--- config.mk ---
export PLATFORM = sky130hd
export DESIGN_NAME = hazard_controller
export DESIGN_NICKNAME = d
export VERILOG_FILES = /design/src/rtl/hazard_controller.sv
export SDC_FILE = /design/constraint.sdc
export NUM_CORES = 1
export LEC_CHECK = 0
export CAP_MARGIN = 20
export CORE_ASPECT_RATIO = 0.5
export CORE_MARGIN = 5
export CORE_UTILIZATION = 46
export CTS_BUF_LIST = sky130_fd_sc_hd__clkbuf_2
export CTS_CLUSTER_SIZE = 28
export DETAILED_ROUTE_END_ITERATION = 8
export GPL_TIMING_DRIVEN = 0
export HOLD_SLACK_MARGIN = 0.05
export PLACE_DENSITY = 0.82
export RECOVER_POWER = 100
export SYNTH_ARGS = -nofsm -noshare
export SYNTH_HDL_FRONTEND = slang
export SYNTH_SLANG_ARGS = --single-unit
--- constraint.sdc ---
create_clock -name clk -period 1.94 [get_ports clk]
set_input_delay 0.291 -clock clk [delete_from_list [all_inputs] [get_ports clk]]
set_output_delay 0.291 -clock clk [all_outputs]
set_load 0.02 [all_outputs]
--- src/rtl/hazard_controller.sv ---
// Hazard sequencer for the 5-stage core: load-use stalls, taken-branch flushes and
// multi-cycle mul/div occupancy of EX with watchdog, plus saturating event counters.
module hazard_controller #(
    parameter int MD_TIMEOUT = 64,
    parameter int CNT_W      = 32
) (
    input  logic             clk,
    input  logic             rst_n,
    input  logic [4:0]       rs1_s2,
    input  logic [4:0]       rs2_s2,
    input  logic             uses_rs1_s2,
    input  logic             uses_rs2_s2,
    input  logic [4:0]       rd_s3,
    input  logic             MemRead_s3,
    input  logic             BrTaken_s3,
    input  logic             md_start_s3,
    input  logic             md_done,
    output logic             md_go,
    output logic             stall_s1,
    output logic             stall_s2,
    output logic             stall_s3,
    output logic             bubble_s3,
    output logic             flush_s2,
    output logic             bubble_s4,
    output logic             md_err,
    output logic [CNT_W-1:0] stall_cnt,
    output logic [CNT_W-1:0] flush_cnt
);

    localparam int WD_W = $clog2(MD_TIMEOUT + 1);

    typedef enum logic {
        RUN     = 1'b0,
        MD_WAIT = 1'b1
    } state_t;

    state_t            state_q, state_d;
    logic [WD_W-1:0]   wdog_q, wdog_d;
    logic              md_err_q, md_err_d;
    logic [CNT_W-1:0]  stall_cnt_q, stall_cnt_d;
    logic [CNT_W-1:0]  flush_cnt_q, flush_cnt_d;
    logic              load_use;
    logic              md_timeout;
    logic              br_flush;

    assign load_use = MemRead_s3 && (rd_s3 != 5'd0) &&
                      ((uses_rs1_s2 && (rd_s3 == rs1_s2)) ||
                       (uses_rs2_s2 && (rd_s3 == rs2_s2)));

    // The md_go cycle is watchdog cycle 0, so the count lags the cycle index by one.
    assign md_timeout = (state_q == MD_WAIT) && !md_done &&
                        (wdog_q == WD_W'(MD_TIMEOUT - 2));

    assign br_flush = (state_q == RUN) && BrTaken_s3;

    always_ff @(posedge clk or negedge rst_n) begin
        if (!rst_n) begin
            state_q     <= RUN;
            wdog_q      <= '0;
            md_err_q    <= 1'b0;
            stall_cnt_q <= '0;
            flush_cnt_q <= '0;
        end else begin
            state_q     <= state_d;
            wdog_q      <= wdog_d;
            md_err_q    <= md_err_d;
            stall_cnt_q <= stall_cnt_d;
            flush_cnt_q <= flush_cnt_d;
        end
    end

    always_comb begin
        state_d = state_q;
        wdog_d  = wdog_q;
        case (state_q)
            RUN: begin
                if (!BrTaken_s3 && md_start_s3) begin
                    state_d = MD_WAIT;
                    wdog_d  = '0;
                end
            end
            MD_WAIT: begin
                if (md_done || md_timeout) begin
                    state_d = RUN;
                end else begin
                    wdog_d = wdog_q + 1'b1;
                end
            end
            default: state_d = RUN;
        endcase
    end

    // Controls are forced low while reset is held so the pipeline sees no stale request.
    always_comb begin
        md_go     = 1'b0;
        stall_s1  = 1'b0;
        stall_s2  = 1'b0;
        stall_s3  = 1'b0;
        bubble_s3 = 1'b0;
        flush_s2  = 1'b0;
        bubble_s4 = 1'b0;
        if (rst_n) begin
            case (state_q)
                RUN: begin
                    if (BrTaken_s3) begin
                        flush_s2  = 1'b1;
                        bubble_s3 = 1'b1;
                    end else if (md_start_s3) begin
                        md_go     = 1'b1;
                        stall_s1  = 1'b1;
                        stall_s2  = 1'b1;
                        stall_s3  = 1'b1;
                        bubble_s4 = 1'b1;
                    end else if (load_use) begin
                        stall_s1  = 1'b1;
                        stall_s2  = 1'b1;
                        bubble_s3 = 1'b1;
                    end
                end
                MD_WAIT: begin
                    if (!md_done && !md_timeout) begin
                        stall_s1  = 1'b1;
                        stall_s2  = 1'b1;
                        stall_s3  = 1'b1;
                        bubble_s4 = 1'b1;
                    end
                end
                default: ;
            endcase
        end
    end

    always_comb begin
        md_err_d    = md_err_q || md_timeout;
        stall_cnt_d = stall_cnt_q;
        flush_cnt_d = flush_cnt_q;
        if (stall_s1 && (stall_cnt_q != {CNT_W{1'b1}})) begin
            stall_cnt_d = stall_cnt_q + 1'b1;
        end
        if (br_flush && (flush_cnt_q != {CNT_W{1'b1}})) begin
            flush_cnt_d = flush_cnt_q + 1'b1;
        end
    end

    assign md_err    = md_err_q;
    assign stall_cnt = stall_cnt_q;
    assign flush_cnt = flush_cnt_q;

endmodule

==> results.yml, run 1 <==
logic_synthesis:
  synth.top_cell.area_share_pct: 49.32
  synth_edf_count: 0
  synth_commonest_cells: "dfrtp_1, xnor2_1, nand2_1"
  synth.top_cells.by_area: "dfrtp_1, xnor2_1, xor2_1"
  ys_warn_count: 0
  synth_async_sr_flop_share_pct: 100.0
  ys_seq_area_share_pct: 49.32
  synth_area_sq_um: 3704
  syn_avg_cell_area_sq_um: 10.29
  synth_top_cell_by_area: "dfrtp_1"
  netlist_instances: 360
  syn-num-nets: 387
  ys_types: 41
  ys.flop_type: "dfrtp_1"
  synthMostInstantiatedCell: "dfrtp_1"
  ys_seq_elements: 73
sta:
  min_period_ns: 2.535
  fmax_mhz: 394.5
  maxSlewViolCount: 0
  rsz0062_at_grt: "yes"
  tns_ns: -4.889
  fin_skew_ns: 0.02347
  timing.final.ws_setup_ns: -0.5951
  setup_viol: 36
  slew_headroom_pct: 68.40
  hold_violations: 73
  tightest_slew_ns: 0.4714
  fin_crit_sh_pct: 130.7
  whs_ns: -0.4636
clock_network:
  htree_levels: 3
  cts_buffer_depth: 2
  cts_tree: "built"
  path_clk_slew_ns: 0.22
  cts_sinks: 73
  insertion_delay_ns: 0.55
  cts_made_buffers: 9
  clockRootBuffer: "clkbuf_2"
route:
  route.detailed.drc: 0
  drt-wirelength-per-cell_microns: 16.58
  wl_microns: 10020
  first_pass_iters: 4
  drt_iter0_markers: 208
  vias_per_cell: 5.396
  final_antenna_net_count: 0
  num_vias: 3259
layout:
  syn_to_final_growth_pct: 44.83
  antenna_cells: 0
  final_net_count: 514
  num-fill-cells: 593
  fin_cells: 604
  drive_gt1_share_pct: 26.22
  final_util_pct: 67.78
floorplan:
  pin_count: 95
  initial_core_util_pct: 46.80
  dieWidth_microns: 136.9
  dieArea_sq_um: 10050
  die_y_microns: 73.45
  rows: 23
  coreArea_sq_um: 7914
pwr:
  leakagePower_nw: 2.595
  ir_drop_uv: 733.2
  seqPwrFrac_pct: 51.2
  sw_frac_of_total_pct: 34.58
  clockPowerShare_pct: 24.4
  p_per_area_nw_per_um2: 670.1
  power_frac_comb_pct: 24.4
  intPower_mw: 2.351
  power.switching_mw: 1.243
global_routing:
  grt_pass1_wl_microns: 15760
  grt_use_total_pct: 19.95
  globalRouteOverflowTotal: 0
  grt_pass1_vias: 3275
  grt_max_degree: 67
  antenna_found_initial: 0
setup_path:
  cp.required_ns: 1.65
  critPathArrivalTime_ns: 2.24
  critPathLaunch: "wdog_q[0]$_DFFE_PN0P_"
  worst_setup_path_start_kind: "register"
  path_max_fanout: 4
  worstSetupEndpointType: "output pin"
  worstReg2RegStart: "state_q$_DFF_PN0_"
  criticalPathCategory: "reg2out"
run_status:
  violations: "negative hold slack, negative setup slack"
  status: "complete, but fails checks"
placement:
  hpwlAfterDp_microns: 6397
  io_buffers: 94
  dp.cells: 567
  gp_congestion: 0.8396
min_path:
  hold_class: "in2async"
run:
  drv_cap: 0
[registers in the layout, summed over array words and instances (netlist names)]
register	count
stall_cnt	32
wdog_q	7
md_err	1
state_q	1
flush_cnt	32
[worst paths after layout]
check / to / slack (ns) / cells after the start
hold reg to reg: md_err$_DFF_PN0_ / 0.49 / 1
setup / recovery: stall_s2 / -0.60 / 9
setup reg to reg: flush_cnt[29]$_DFFE_PN0P_ / -0.26 / 7
max in group asynchronous: flush_cnt[4]$_DFFE_PN0P_ / 1.81 / 2
hold / removal: stall_cnt[17]$_DFFE_PN0P_ / -0.46 / 1
min in group clk: stall_cnt[23]$_DFFE_PN0P_ / 0.43 / 6
[area by class of cell]
class / instances / area (sq um) / share of cell area, %
multi-input combinational: 270 / 2186 / 40.75
sequential: 73 / 1838 / 34.27
timing repair buffer: 117 / 978.4 / 18.24
tap: 112 / 140.1 / 2.613
clock inverter: 6 / 68.82 / 1.283
buffer: 7 / 68.82 / 1.283
clock buffer: 10 / 50.05 / 0.9331
inverter: 9 / 33.78 / 0.6298
[metrics by stage]
step           power [mW]  cell area (sq um)  setup slack [ns]
2_1_floorplan       2.279               3719          -0.07072
3_3_place_gp        2.710               4800            -3.539
3_5_place_dp        2.743               4825            -1.386
4_1_cts             3.591               5191           -0.6009
5_1_grt             3.779               5364           -0.7240
6_report            3.594               5364           -0.5951
[layer usage]
metal  vias up  share of wire [%]  global-route usage, %
met4         0                1.7                  5.973
met2        74                 52                  34.79
met3        21                4.2                  4.720
met5         -                  0                      0
met1      1626                 43                  25.03
li1       1538                  -                      -
[power groups by stage]
stage / sequential [mW] / combinational (mW) / clock [mW]
floorplan: 1.98 / 0.303 / 0
global placement: 1.86 / 0.848 / 0
detailed placement: 1.87 / 0.878 / 0
CTS: 1.84 / 0.864 / 0.890
global route: 1.87 / 0.954 / 0.953
finish: 1.84 / 0.877 / 0.877
[cell usage in the layout, fill, tap and decap left out, drive strengths merged, types with 2 or more instances in the layout]
cell	netlist	final
o21ai	8	8
dlygate4sd2	0	49
clkdlybuf4s50	0	11
nand4b	5	5
and3	16	16
nor3	10	10
ha	4	4
dlymetal6s2s	0	3
buf	5	38
nor4	7	7
clkdlybuf4s15	0	5
clkbuf	3	28
mux2	2	2
nor3b	2	2
nand4	24	24
nor2	28	28
a31oi	2	2
nand2	31	31
dfrtp	73	73
xor2	28	28
a21oi	3	3
o31ai	2	2
or3	4	4
clkinvlp	0	4
and4	9	9
and2	2	2
inv	9	9
nor2b	2	2
xnor2	43	43
nand3	25	25
[worst max-delay path, cell delays in order, from the launching register on]
cell and delay, ns:
dfrtp_1 0.44, inv_2 0.09, ha_4 0.12, nand4b_1 0.15, o21a_4 0.25, o21ai_4 0.15, o41ai_4 0.12, buf_6 0.15
buf_6 0.11, buf_6 0.12
[cells by family after synthesis]
| group | share of synthesized area (%) |
|---|---|
| AOI/OAI and AO/OA | 4.054 |
| muxes | 0.7093 |
| xor gates and xnor gates | 16.79 |
| DFF | 49.32 |
| buffers and inverters | 2.534 |
| adders and majority gates | 1.351 |
| and+or+nand+nor | 25.24 |
[repair_timing]
| item | 4_1_cts | 5_1_grt |
|---|---|---|
| cloned | 1 | 0 |
| setup buffers | 19 | 5 |
| setup endpoints to repair | 101 | 76 |
| endpoints found under the hold margin | 73 | 73 |
| resized for setup | 140 | 87 |
| pin swaps | 17 | 14 |
(Power assumes the default switching activity.)
==> run 2: changes to the inputs <==
==> constraint.sdc (replaced) <==
create_clock -name clk -period 1.94 [get_ports clk]
set_input_delay 0.194 -clock clk [delete_from_list [all_inputs] [get_ports clk]]
set_output_delay 0.194 -clock clk [all_outputs]
set_load 0.02 [all_outputs]
==> results.yml, run 2 (synthesis results as in run 1) <==
placement:
  hpwlAfterDp_microns: 6328
  gp_congestion: 0.7929
  io_buffers: 94
  dp_worst_setup_slack_ns: -1.269
  dpl_cell_area_sq_um: 4817
floorplan:
  pin_count: 95
  coreArea_sq_um: 7914
  die_y_microns: 73.45
  rows: 23
  dieArea_sq_um: 10050
  initial_core_util_pct: 46.80
  dieWidth_microns: 136.9
sta:
  setup_viol: 25
  timing.final.ws_setup_ns: -0.3927
  fin_crit_sh_pct: 120.2
  rsz0062_at_grt: "yes"
  whs_ns: -0.4913
  fmax_mhz: 428.7
  tightest_slew_ns: 0.4169
  slew_headroom_pct: 72.06
  hold_violations: 73
  maxSlewViolCount: 0
  fin_skew_ns: 0.04576
  tns_ns: -2.877
  min_period_ns: 2.333
pwr:
  total_power_mw: 3.679
  p_per_area_nw_per_um2: 656.5
  power.switching_mw: 1.246
  ir_drop_uv: 630.3
  clockPowerShare_pct: 18.7
  sw_frac_of_total_pct: 33.86
  seqPwrFrac_pct: 49.0
  intPower_mw: 2.433
  leakagePower_nw: 2.480
  power_frac_comb_pct: 32.3
global_routing:
  antenna_found_initial: 0
  grt_use_total_pct: 19.71
  grt_pass1_wl_microns: 15790
  grt_max_degree: 63
  globalRouteOverflowTotal: 0
  grt_pass1_vias: 3219
setup_path:
  slowest_delay_ns: 0.43
  criticalPathCategory: "reg2out"
  cp_top_family: "compound AO/OA/AOI/OAI gates"
  r2r_end: "flush_cnt[29]$_DFFE_PN0P_"
  worstSetupEndpointType: "output pin"
  cpMostUsedCell: "buf_6"
  reg2reg_slack_ns: -0.14
  crit_slowest_cell: "dfrtp_1"
  worst_setup_path_start_kind: "register"
  ff2ff_path_depth: 7
  crit_chain: "inv_2 > ha_4 > nand4b_1 > o21a_4 > o21ai_4 > o41ai_4 > buf_6 > buf_6 > buf_6"
  critPathArrivalTime_ns: 2.14
  cp.required_ns: 1.75
  path_buf_inv: 4
  path_max_fanout: 4
  worstReg2RegStart: "state_q$_DFF_PN0_"
clock_network:
  path_clk_slew_ns: 0.18
  cts_tree: "built"
  insertion_delay_ns: 0.54
  cts_buffer_depth: 2
  cts_made_buffers: 9
  clockRootBuffer: "clkbuf_2"
  cts_sinks: 73
  htree_levels: 3
route:
  drt-wirelength-per-cell_microns: 16.71
  num_vias: 3394
  vias_per_cell: 5.422
  first_pass_iters: 5
  drt_iter0_markers: 270
  route.detailed.drc: 0
  wl_microns: 10460
  final_antenna_net_count: 0
min_path:
  hold_class: "in2async"
run_status:
  violations: "negative hold slack, negative setup slack"
  status: "complete, but fails checks"
layout:
  final_common_cell: "clkdlybuf4s50_1"
  drive_gt1_share_pct: 25.68
  num-fill-cells: 542
  antenna_cells: 0
  syn_to_final_growth_pct: 51.32
  stdcell_area_sq_um: 5604
  most-common-layout-cells: "clkdlybuf4s50_1, dfrtp_1, buf_4"
  final_net_count: 536
run:
  drv_cap: 0
-- run 2: cell types whose count changed in the layout (fill, tap and decap cells not counted), moves of 4 or more --
cell,previous run,this run
clkdlybuf4s50_1,11,76
dlygate4sd2_1,49,9
buf_4,24,43
clkbuf_1,12,0
clkdlybuf4s15_1,4,0
clkinv_2,0,4
clkinvlp_4,4,0
nand3_1,13,17
nand3_2,7,3
-- run 2: routing by layer --
metal / track usage [%] / vias to the layer above / part of all wire, %
li1: - / 1588 / -
met1: 25.83 / 1661 / 41
met2: 33.97 / 114 / 51
met3: 4.583 / 31 / 5.2
met4: 4.093 / 0 / 2.5
met5: 0 / - / 0
-- run 2: timing repair --
action,in CTS,in global routing
endpoints found under the setup margin,50,66
pin swaps,25,21
endpoints found under the hold margin,73,73
setup buffers,23,22
resized for setup,83,49
cloned,2,0
-- run 2: final cells by class --
| type | instances | area (sq um) | share of cell area (%) |
|---|---|---|---|
| multi-input cells | 270 | 2107 | 37.60 |
| flip-flops and latches | 73 | 1836 | 32.75 |
| repair buffers | 139 | 1330 | 23.73 |
| well taps | 112 | 140.1 | 2.501 |
| plain buffers | 7 | 78.83 | 1.407 |
| clock buffers | 11 | 55.05 | 0.9824 |
| inverters | 9 | 33.78 | 0.6028 |
| clock inverters | 5 | 23.77 | 0.4242 |
-- run 2: worst max path at each step --
stage | start | endpoint | slack, ns | depth (start not counted)
floorplan | stall_cnt[20]$_DFFE_PN0P_ | stall_cnt[1]$_DFFE_PN0P_ | -0.05 | 6
global placement | rst_n | stall_s2 | -3.32 | 6
detailed placement | rd_s3[3] | stall_s2 | -1.27 | 8
CTS | wdog_q[0]$_DFFE_PN0P_ | stall_s2 | -0.41 | 9
global route | wdog_q[0]$_DFFE_PN0P_ | stall_s2 | -0.49 | 9
finish | wdog_q[0]$_DFFE_PN0P_ | stall_s2 | -0.39 | 9
-- run 2: worst register-to-register path, cell delays in order, from the launching register on --
cell	delay [ns]
dfrtp_2	0.48
nand2b_1	0.24
or3_4	0.45
nor4_4	0.19
nand3_1	0.13
buf_4	0.17
nor3_1	0.21
xor2_1	0.15
-- run 2: metrics by stage --
step / utilization (%) / instances
detailed placement: 60.87 / 567
global route: 70.81 / 626
global placement: 60.55 / 566
CTS: 66.50 / 606
finish: 70.81 / 626
floorplan: - / 360
-- run 2: power groups by stage --
stage | Clock [mW] | Combinational [mW] | Sequential, mW
3_3_place_gp | 0 | 0.842 | 1.86
3_5_place_dp | 0 | 0.868 | 1.87
4_1_cts | 0.695 | 1.03 | 1.81
5_1_grt | 0.778 | 1.28 | 1.82
6_report | 0.688 | 1.19 | 1.80
2_1_floorplan | 0 | 0.301 | 1.98
